==> config.mk <==
export PLATFORM = sky130hd
export DESIGN_NAME = maze_player
export DESIGN_NICKNAME = d
export VERILOG_FILES = /design/src/rtl/maze_player.sv
export SDC_FILE = /design/constraint.sdc
export NUM_CORES = 1
export LEC_CHECK = 0
export BUFFER_PORTS_ARGS = -buffer_cell sky130_fd_sc_hd__buf_2
export CORE_ASPECT_RATIO = 0.5
export CORE_MARGIN = 5
export CORE_UTILIZATION = 31
export DETAILED_ROUTE_END_ITERATION = 10
export GPL_TIMING_DRIVEN = 0
export HOLD_SLACK_MARGIN = 0.06
export PLACE_DENSITY_LB_ADDON = 0.12
export SETUP_SLACK_MARGIN = 0.5
export SKIP_CTS_REPAIR_TIMING = 1
export SLEW_MARGIN = 0
export SYNTH_ARGS = -nofsm -noshare
export SYNTH_HDL_FRONTEND = slang
export SYNTH_SLANG_ARGS = --single-unit
==> constraint.sdc <==
create_clock -name clk -period 3.8 [get_ports clk]
set_input_delay 0 -clock clk [delete_from_list [all_inputs] [get_ports clk]]
set_output_delay 0 -clock clk [all_outputs]
set_load 0.05 [all_outputs]
==> src/rtl/maze_player.sv <==
// maze_player: loads an 8x8 wall map from an external ROM and lets a player
// step around it one cell per request until the goal cell is reached.
// Optional build macro MAZE_MOVE_COUNT_EN adds the move_count port and a
// saturating counter of successful moves.
module maze_player #(
    parameter int ROM_LATENCY = 2,
    parameter int GOAL_X      = 7,
    parameter int GOAL_Y      = 7
) (
    input  logic       clk,
    input  logic       rst,
    input  logic       start,
    input  logic [1:0] level,
    output logic [1:0] map_chipsel,
    output logic [2:0] map_addr,
    input  logic [7:0] map_data,
    input  logic [3:0] move,
    output logic       move_ack,
    output logic       move_blocked,
    output logic [2:0] pos_x,
    output logic [2:0] pos_y,
    output logic       busy,
    output logic       playing,
    output logic       win,
    input  logic [2:0] disp_sel,
    output logic [7:0] disp_row
`ifdef MAZE_MOVE_COUNT_EN
    ,
    output logic [7:0] move_count
`endif
);

    localparam int LOAD_CYCLES = 8 + ROM_LATENCY;
    localparam int CNT_W       = $clog2(LOAD_CYCLES + 1);
    localparam logic [CNT_W-1:0] CNT_LAST = CNT_W'(LOAD_CYCLES - 1);
    localparam logic [CNT_W-1:0] CNT_LAT  = CNT_W'(ROM_LATENCY);
    localparam logic [2:0] GX = 3'(GOAL_X);
    localparam logic [2:0] GY = 3'(GOAL_Y);

    typedef enum logic [1:0] {S_IDLE, S_LOAD, S_PLAY, S_WIN} state_t;

    state_t           state_q, state_d;
    logic [1:0]       chipsel_q, chipsel_d;
    logic [2:0]       addr_q, addr_d;
    logic [CNT_W-1:0] cnt_q, cnt_d;
    logic [2:0]       pos_x_q, pos_x_d;
    logic [2:0]       pos_y_q, pos_y_d;
    logic             ack_q, ack_d;
    logic             blocked_q, blocked_d;
    logic [7:0]       row_buf_q [8];
    logic             row_wen;
    logic [2:0]       row_wsel;
`ifdef MAZE_MOVE_COUNT_EN
    logic [7:0]       count_q, count_d;
`endif

    logic       start_ok;
    logic       move_valid;
    logic [2:0] tgt_x, tgt_y;
    logic       off_grid;
    logic       tgt_wall;

    assign start_ok   = start && (level != 2'd3);
    assign move_valid = $onehot(move);

    // Target cell of the requested move; edges of the grid do not wrap.
    always_comb begin
        tgt_x    = pos_x_q;
        tgt_y    = pos_y_q;
        off_grid = 1'b0;
        case (move)
            4'b1000: if (pos_y_q == 3'd0) off_grid = 1'b1; else tgt_y = pos_y_q - 3'd1;
            4'b0100: if (pos_y_q == 3'd7) off_grid = 1'b1; else tgt_y = pos_y_q + 3'd1;
            4'b0010: if (pos_x_q == 3'd0) off_grid = 1'b1; else tgt_x = pos_x_q - 3'd1;
            4'b0001: if (pos_x_q == 3'd7) off_grid = 1'b1; else tgt_x = pos_x_q + 3'd1;
            default: ;
        endcase
        tgt_wall = row_buf_q[tgt_y][tgt_x];
    end

    // Next-state logic: start overrides everything, then per-state behaviour.
    always_comb begin
        state_d   = state_q;
        chipsel_d = chipsel_q;
        addr_d    = addr_q;
        cnt_d     = cnt_q;
        pos_x_d   = pos_x_q;
        pos_y_d   = pos_y_q;
        ack_d     = 1'b0;
        blocked_d = 1'b0;
        row_wen   = 1'b0;
        row_wsel  = 3'(cnt_q - CNT_LAT);
`ifdef MAZE_MOVE_COUNT_EN
        count_d   = count_q;
`endif
        if (start_ok) begin
            state_d   = S_LOAD;
            chipsel_d = level;
            addr_d    = 3'd0;
            cnt_d     = '0;
            pos_x_d   = 3'd0;
            pos_y_d   = 3'd0;
`ifdef MAZE_MOVE_COUNT_EN
            count_d   = 8'd0;
`endif
        end else begin
            case (state_q)
                S_LOAD: begin
                    cnt_d = cnt_q + CNT_W'(1);
                    if (addr_q != 3'd7) addr_d = addr_q + 3'd1;
                    // Data for row k arrives ROM_LATENCY cycles after its address.
                    if (cnt_q >= CNT_LAT) row_wen = 1'b1;
                    if (cnt_q == CNT_LAST) begin
                        state_d = S_PLAY;
                        addr_d  = 3'd0;
                    end
                end
                S_PLAY: begin
                    if (move_valid) begin
                        ack_d = 1'b1;
                        if (off_grid || tgt_wall) begin
                            blocked_d = 1'b1;
                        end else begin
                            pos_x_d = tgt_x;
                            pos_y_d = tgt_y;
`ifdef MAZE_MOVE_COUNT_EN
                            if (count_q != 8'hFF) count_d = count_q + 8'd1;
`endif
                            if (tgt_x == GX && tgt_y == GY) state_d = S_WIN;
                        end
                    end
                end
                default: ;
            endcase
        end
    end

    // State and control registers; reset dominates start.
    always_ff @(posedge clk) begin
        if (rst) begin
            state_q   <= S_IDLE;
            chipsel_q <= 2'd0;
            addr_q    <= 3'd0;
            cnt_q     <= '0;
            pos_x_q   <= 3'd0;
            pos_y_q   <= 3'd0;
            ack_q     <= 1'b0;
            blocked_q <= 1'b0;
        end else begin
            state_q   <= state_d;
            chipsel_q <= chipsel_d;
            addr_q    <= addr_d;
            cnt_q     <= cnt_d;
            pos_x_q   <= pos_x_d;
            pos_y_q   <= pos_y_d;
            ack_q     <= ack_d;
            blocked_q <= blocked_d;
        end
    end

`ifdef MAZE_MOVE_COUNT_EN
    // Successful-move counter, cleared by reset and by each new level.
    always_ff @(posedge clk) begin
        if (rst) count_q <= 8'd0;
        else     count_q <= count_d;
    end
    assign move_count = count_q;
`else
    // No move counter in this build.
`endif

    // Row buffer: one register per row so reset can clear the whole map.
    generate
        for (genvar gi = 0; gi < 8; gi++) begin : g_row
            always_ff @(posedge clk) begin
                if (rst)                                row_buf_q[gi] <= 8'd0;
                else if (row_wen && row_wsel == 3'(gi)) row_buf_q[gi] <= map_data;
            end
        end
    endgenerate

    assign map_chipsel  = chipsel_q;
    assign map_addr     = addr_q;
    assign pos_x        = pos_x_q;
    assign pos_y        = pos_y_q;
    assign move_ack     = ack_q;
    assign move_blocked = blocked_q;
    assign busy         = (state_q == S_LOAD);
    assign playing      = (state_q == S_PLAY);
    assign win          = (state_q == S_WIN);
    assign disp_row     = row_buf_q[disp_sel];

endmodule

## After elaboration in Yosys (flattened, before gate mapping)

Memory sizes are Yosys's and may differ from the RTL's.
Index checks and enable logic that the tools add are counted.

| word-level totals | value |
|---|---|
| flip-flop bits (word level) | 19 |
| memory bits (writable) | 64 |
| output and inout port bits | 24 |
| word-level logic and storage cells | 147 |
| memories kept | 1 |

| cells by class | value |
|---|---|
| add/subtract/negate cells | 10 |
| order comparisons | 2 |
| equal/unequal tests | 30 |
| mux-type cells | 60 |
| bitwise gates (word level) | 11 |
| reduce and logical (&&, ||, !) cells | 24 |

Memory list:

| name | depth | bits a word | rd ports | clocked after memory_dff | wr ports | RTL line | source |
|---|---|---|---|---|---|---|---|
| row_buf_q | 8 | 8 | 2 | 0 | 8 | 50 | `logic [7:0] row_buf_q [8];` |

Operators with widths:

| operator | number |
|---|---|
| 8-bit two-way mux | 8 |
| 1-bit two-way mux | 37 |
| 3-bit equality test (second input constant) | 8 |
| 3-bit two-way mux | 6 |
| 3-bit case mux with 2 select lines | 2 |
| 1-bit logical AND | 10 |
| 5-bit AND reduction | 2 |
| 3-bit by 1-bit adder with 3-bit output (second input constant) | 3 |
| 3-bit logical NOT | 3 |
| 3-bit by 1-bit != test with 1-bit output (second input constant) | 3 |
| 4-bit equality test (second input constant) | 2 |
| 2-bit two-way mux | 4 |
| 1-bit bitwise OR | 8 |
| 3-bit by 1-bit equality test with 1-bit output (second input constant) | 2 |
| 3-bit by 2-bit equality test with 1-bit output (second input constant) | 2 |
| 2-bit by 1-bit != test with 1-bit output (second input constant) | 3 |
| 3-bit != test (second input constant) | 2 |
| 3-bit by 1-bit subtractor with 3-bit output (second input constant) | 2 |
| 1-bit by 1-bit adder with 2-bit output | 2 |
| 4-bit by 1-bit adder with 4-bit output (second input constant) | 1 |
| 2-bit equality test (second input constant) | 2 |
| 4-bit by 1-bit equality test with 1-bit output (second input constant) | 1 |
| 4-bit by 2-bit equality test with 1-bit output (second input constant) | 1 |
| 4-bit by 3-bit equality test with 1-bit output (second input constant) | 1 |
| other kinds (18) | 22 |

## Longest topological paths before layout

An unclocked memory read counts as a cell.

| logic depth | value |
|---|---|
| word-level depth | 11 |
| gate-level depth with buffers | 14 |

## Worst setup path after synthesis

Ideal clock, no wire load.

| timing path | value |
|---|---|
| path type | register -> register |
| start point | reg pos_y_q[0] (netlist: pos_y[0]) |
| end point | reg pos_y_q[2] (netlist: pos_y[2]) |
| data arrival time | 3455 ps |
| data required time | 3714 ps |
| setup slack | 259 ps |
| stages on the path, launching flop included | 14 |
| cell sequence | dfxtp_1 inv_1 ha_1 or3b_2 a211oi_2 a211o_1 buf_6 mux2_2 o2111ai_1 o211ai_1 nor4_2 and2_4 nor3_1 a211oi_1 |

| between the ends | value |
|---|---|
| word-level cells in the longest chain between the ends | 9 |
| elaborated cells on any way between the ends | 16 |

RTL lines:

| element | RTL line | source |
|---|---|---|
| start: declaration | 47 | `logic [2:0] pos_y_q, pos_y_d;` |
| start signal: assignment | 155 | `pos_y_q <= pos_y_d;` |
| 3-bit by 1-bit adder with 3-bit output, or another cell as far along | 73 | `4'b0100: if (pos_y_q == 3'd7) off_grid = 1'b1; else tgt_y = pos_y_q + 3'd1;` |
| 3-bit two-way mux, on equally long branches | 73, 72 |  |
| 3-bit case mux with 2 select lines | 71 | `case (move)` |
| memory 8 x 8 bit | n/a |  |
| 1-bit binary-select mux with 3-bit select | 78 | `tgt_wall = row_buf_q[tgt_y][tgt_x];` |
| 1-bit two-way mux (implied by the code) | 78 |  |
| 1-bit logical OR | 121 | `if (off_grid \|\| tgt_wall) begin` |
| 1-bit NOT (no source line) | n/a |  |
| 3-bit AND reduction (no source line) | n/a |  |

Several ways; a longest one is shown, not always the timed one. The select of a mux whose other input is x is not followed.
A chain may end at the register's enable or synchronous reset.

## Worst setup path in the final report

| timing path | value |
|---|---|
| start point | reg pos_y_q[0] (netlist: pos_y[0]) |
| end point | reg pos_y_q[1] (netlist: pos_y[1]) |

Same word-level chain as after synthesis.

==> metrics.txt <==
non-filler cells, final 824; VDD IR-drop max 0.212 mV; cell count after synthesis 522; Via-to-Cell Ratio 5.44; power per cell area 343 nW/um^2; max_cap viols 0; WHS Path Cells 2; routed via count 4485; endpoint type of the worst setup path flop; critical path required time 4.00 ns; Setup CP Type reg -> reg; Period Utilization, post-route 83.3%; first-pass GRT wire length 26200 microns; post-DP HPWL 13400 microns; CTS tree built; Slew @ Worst Pin 1.10 ns; fin crit period 3.17 ns; WL per Instance 20.7 microns; drt first-iter violations 391; post-synthesis mux area share 12.9%; Inserted Diodes 0; Skew-Pair Late Insertion Delay 0.35 ns; Hold Startpoint map_data[2]; Register-to-Register Setup Slack 0.63 ns; Synth area leader edfxtp_1; DIE HEIGHT 105 microns; Overall Global Routing Usage 16.2%; CP startpoint pos_y[0]; Distinct cells, synth 66; status finished clean; Congestion Overflow GR 0; Yosys warnings 0; DRT Wirelength 17100 microns; ys flop type edfxtp_1; row cnt 34; Placed Cells 796; Post-Synth Simple-Gate Area 19.4%; Hold Path End row_buf_q[5][2]; skew final 0.0127 ns; total power 2.25 mW; initial antenna violation count 0; Starting Density 31.7%; Post-Syn Nets 564; die area 20800 sq um; Seq/Total Area, Yosys 41.5%; largest net degree at the start of global routing 19; cts bufs inserted 9; CTS max path bufs 2; CP arrival 3.37 ns; reg2reg path depth 14; setup_tns 0 ns; P&R area growth vs syn 18.4%; TritonRoute pass-1 iters 5; compound-gate portion of the synthesized area 15.5%; Syn Area/Cell 10.6 sq um; worst r2r dst pos_y[1]; RSZ-0062 raised after global routing no; H-Tree Depth 3; Final Hold Fails 0; Pins Over Slew Limit 0; drt drc 0; CP max FO 8; Startpoint Class flop; gpl congestion 0.811; worst r2r src pos_y[0]; Core ar. 17500 sq um; vias in the first global route 4227; Netlist Area Pre-Place 5550 sq um; Area contributors post-synth edfxtp_1, and3_1, mux4_2; Seq cells post-synth 83; final-report setup violation count 0; Pleak 2.75 nW; Boundary Pins 44; Post-Synth XOR/XNOR Area 0.767%; antenna viol nets, final 0; Final Net Count 627; Die Wd 199 microns; Clock Pin Slew Worst Setup and Hold Paths 0.08 ns; port bufs 40; Async S/R FF share, synth 0%; Hold WC Path Type in -> reg; share of the synthesized area in the top cell type 34.7%; adder and majority gate portion of the synthesized area 5.10%; share of post-route cells with drive strength above 1 24.7%; fmax 0.316 GHz; main combinational cell family by area after synthesis simple AND/OR/NAND/NOR gates; CTS root buf clkbuf_16; Slew HR 26.1%; clk sinks 83; EDFF count, synth 64
synthesized netlist by cell type, types with 10 or more instances:
cell type  number
nand3_1        20
dfxtp_1        19
mux2i_1        22
clkbuf_1       19
o211ai_1       15
a21oi_1        15
nor2_1         28
edfxtp_1       64
o21ai_0        11
and3_1         66
mux4_2         17
ha_1           21
nand2_1        29
inv_1          19
mux2_2         10
cell usage in the layout (no fill, tap or decap), types with 17 or more instances in the layout:
master / count
and3_1: 66
buf_2: 48
clkbuf_1: 17
dfxtp_1: 17
edfxtp_1: 64
ha_1: 19
inv_1: 18
mux2i_1: 18
mux4_2: 17
nand2_1: 29
nand3_1: 19
nor2_1: 28
power breakdown:
part           total (mW)  switching [mW]  leakage [nW]  internal, mW
registers            1.04          0.0348         0.816          1.00
logic               0.323           0.201          1.79         0.122
clock network       0.888           0.420         0.150         0.468
total                2.25           0.656          2.75          1.59
area by class of cell:
type                       instances  area [sq um]
fill                            1722         10900
sequential                        83          2310
multi-input combinational        382          3070
clock inverter                     7          81.3
clock buffer                       9           225
buffer                            38           216
inverter                          19          75.1
timing repair buffer              52           304
tap                              234           293
state kept, by name, indices dropped and copies added (netlist names):
name / cells
cnt_q: 4
map_chipsel: 2
state_q: 2
pos_x: 3
move_blocked: 1
pos_y: 3
row_buf_q: 64
map_addr: 3
move_ack: 1
stage by stage:
stage               util (%)  setup WS, ns  hold slack, ns  instance area, sq um
floorplan                  -         0.509          0.0793                  5550
global placement        34.5         0.298           0.301                  6040
detailed placement      34.5         0.260           0.316                  6040
CTS                     36.3         0.247         -0.0596                  6350
global route            37.6         0.448          0.0634                  6570
finish                  37.6         0.634          0.0641                  6570
worst max path at each step:
stage	slack, ns	cells after the start	to
floorplan	0.51	13	pos_y[0]
global placement	0.30	14	pos_y[0]
detailed placement	0.26	14	pos_y[0]
CTS	0.25	14	pos_y[0]
global route	0.45	15	pos_y[2]
finish	0.63	14	pos_y[1]
worst max-delay path, stage by stage (launching register included):
cell and delay (ns):
dfxtp_4 0.38, clkinvlp_4 0.13, ha_4 0.18, or3b_4 0.36
a211oi_2 0.21, a211o_1 0.18, buf_6 0.17, buf_6 0.10
mux2i_1 0.07, nor2_1 0.16, nor4_2 0.07, or4_4 0.55
o21a_1 0.25, nand2_2 0.13, a211oi_2 0.08
per-layer routing:
layer / GRT usage (%) / wire, microns
met5: 0 / 0
met4: 3.17 / 155
met3: 3.76 / 1080
met2: 22.4 / 7010
met1: 25.7 / 8820
cell families after synthesis:
group,count (synthesis)
compound gates,113
xor+xnor,4
fa+ha+maj,22
buf+inv,57
flops,83
mux,49
simple gates,194
No activity file was read; power rests on OpenSTA's default activity.
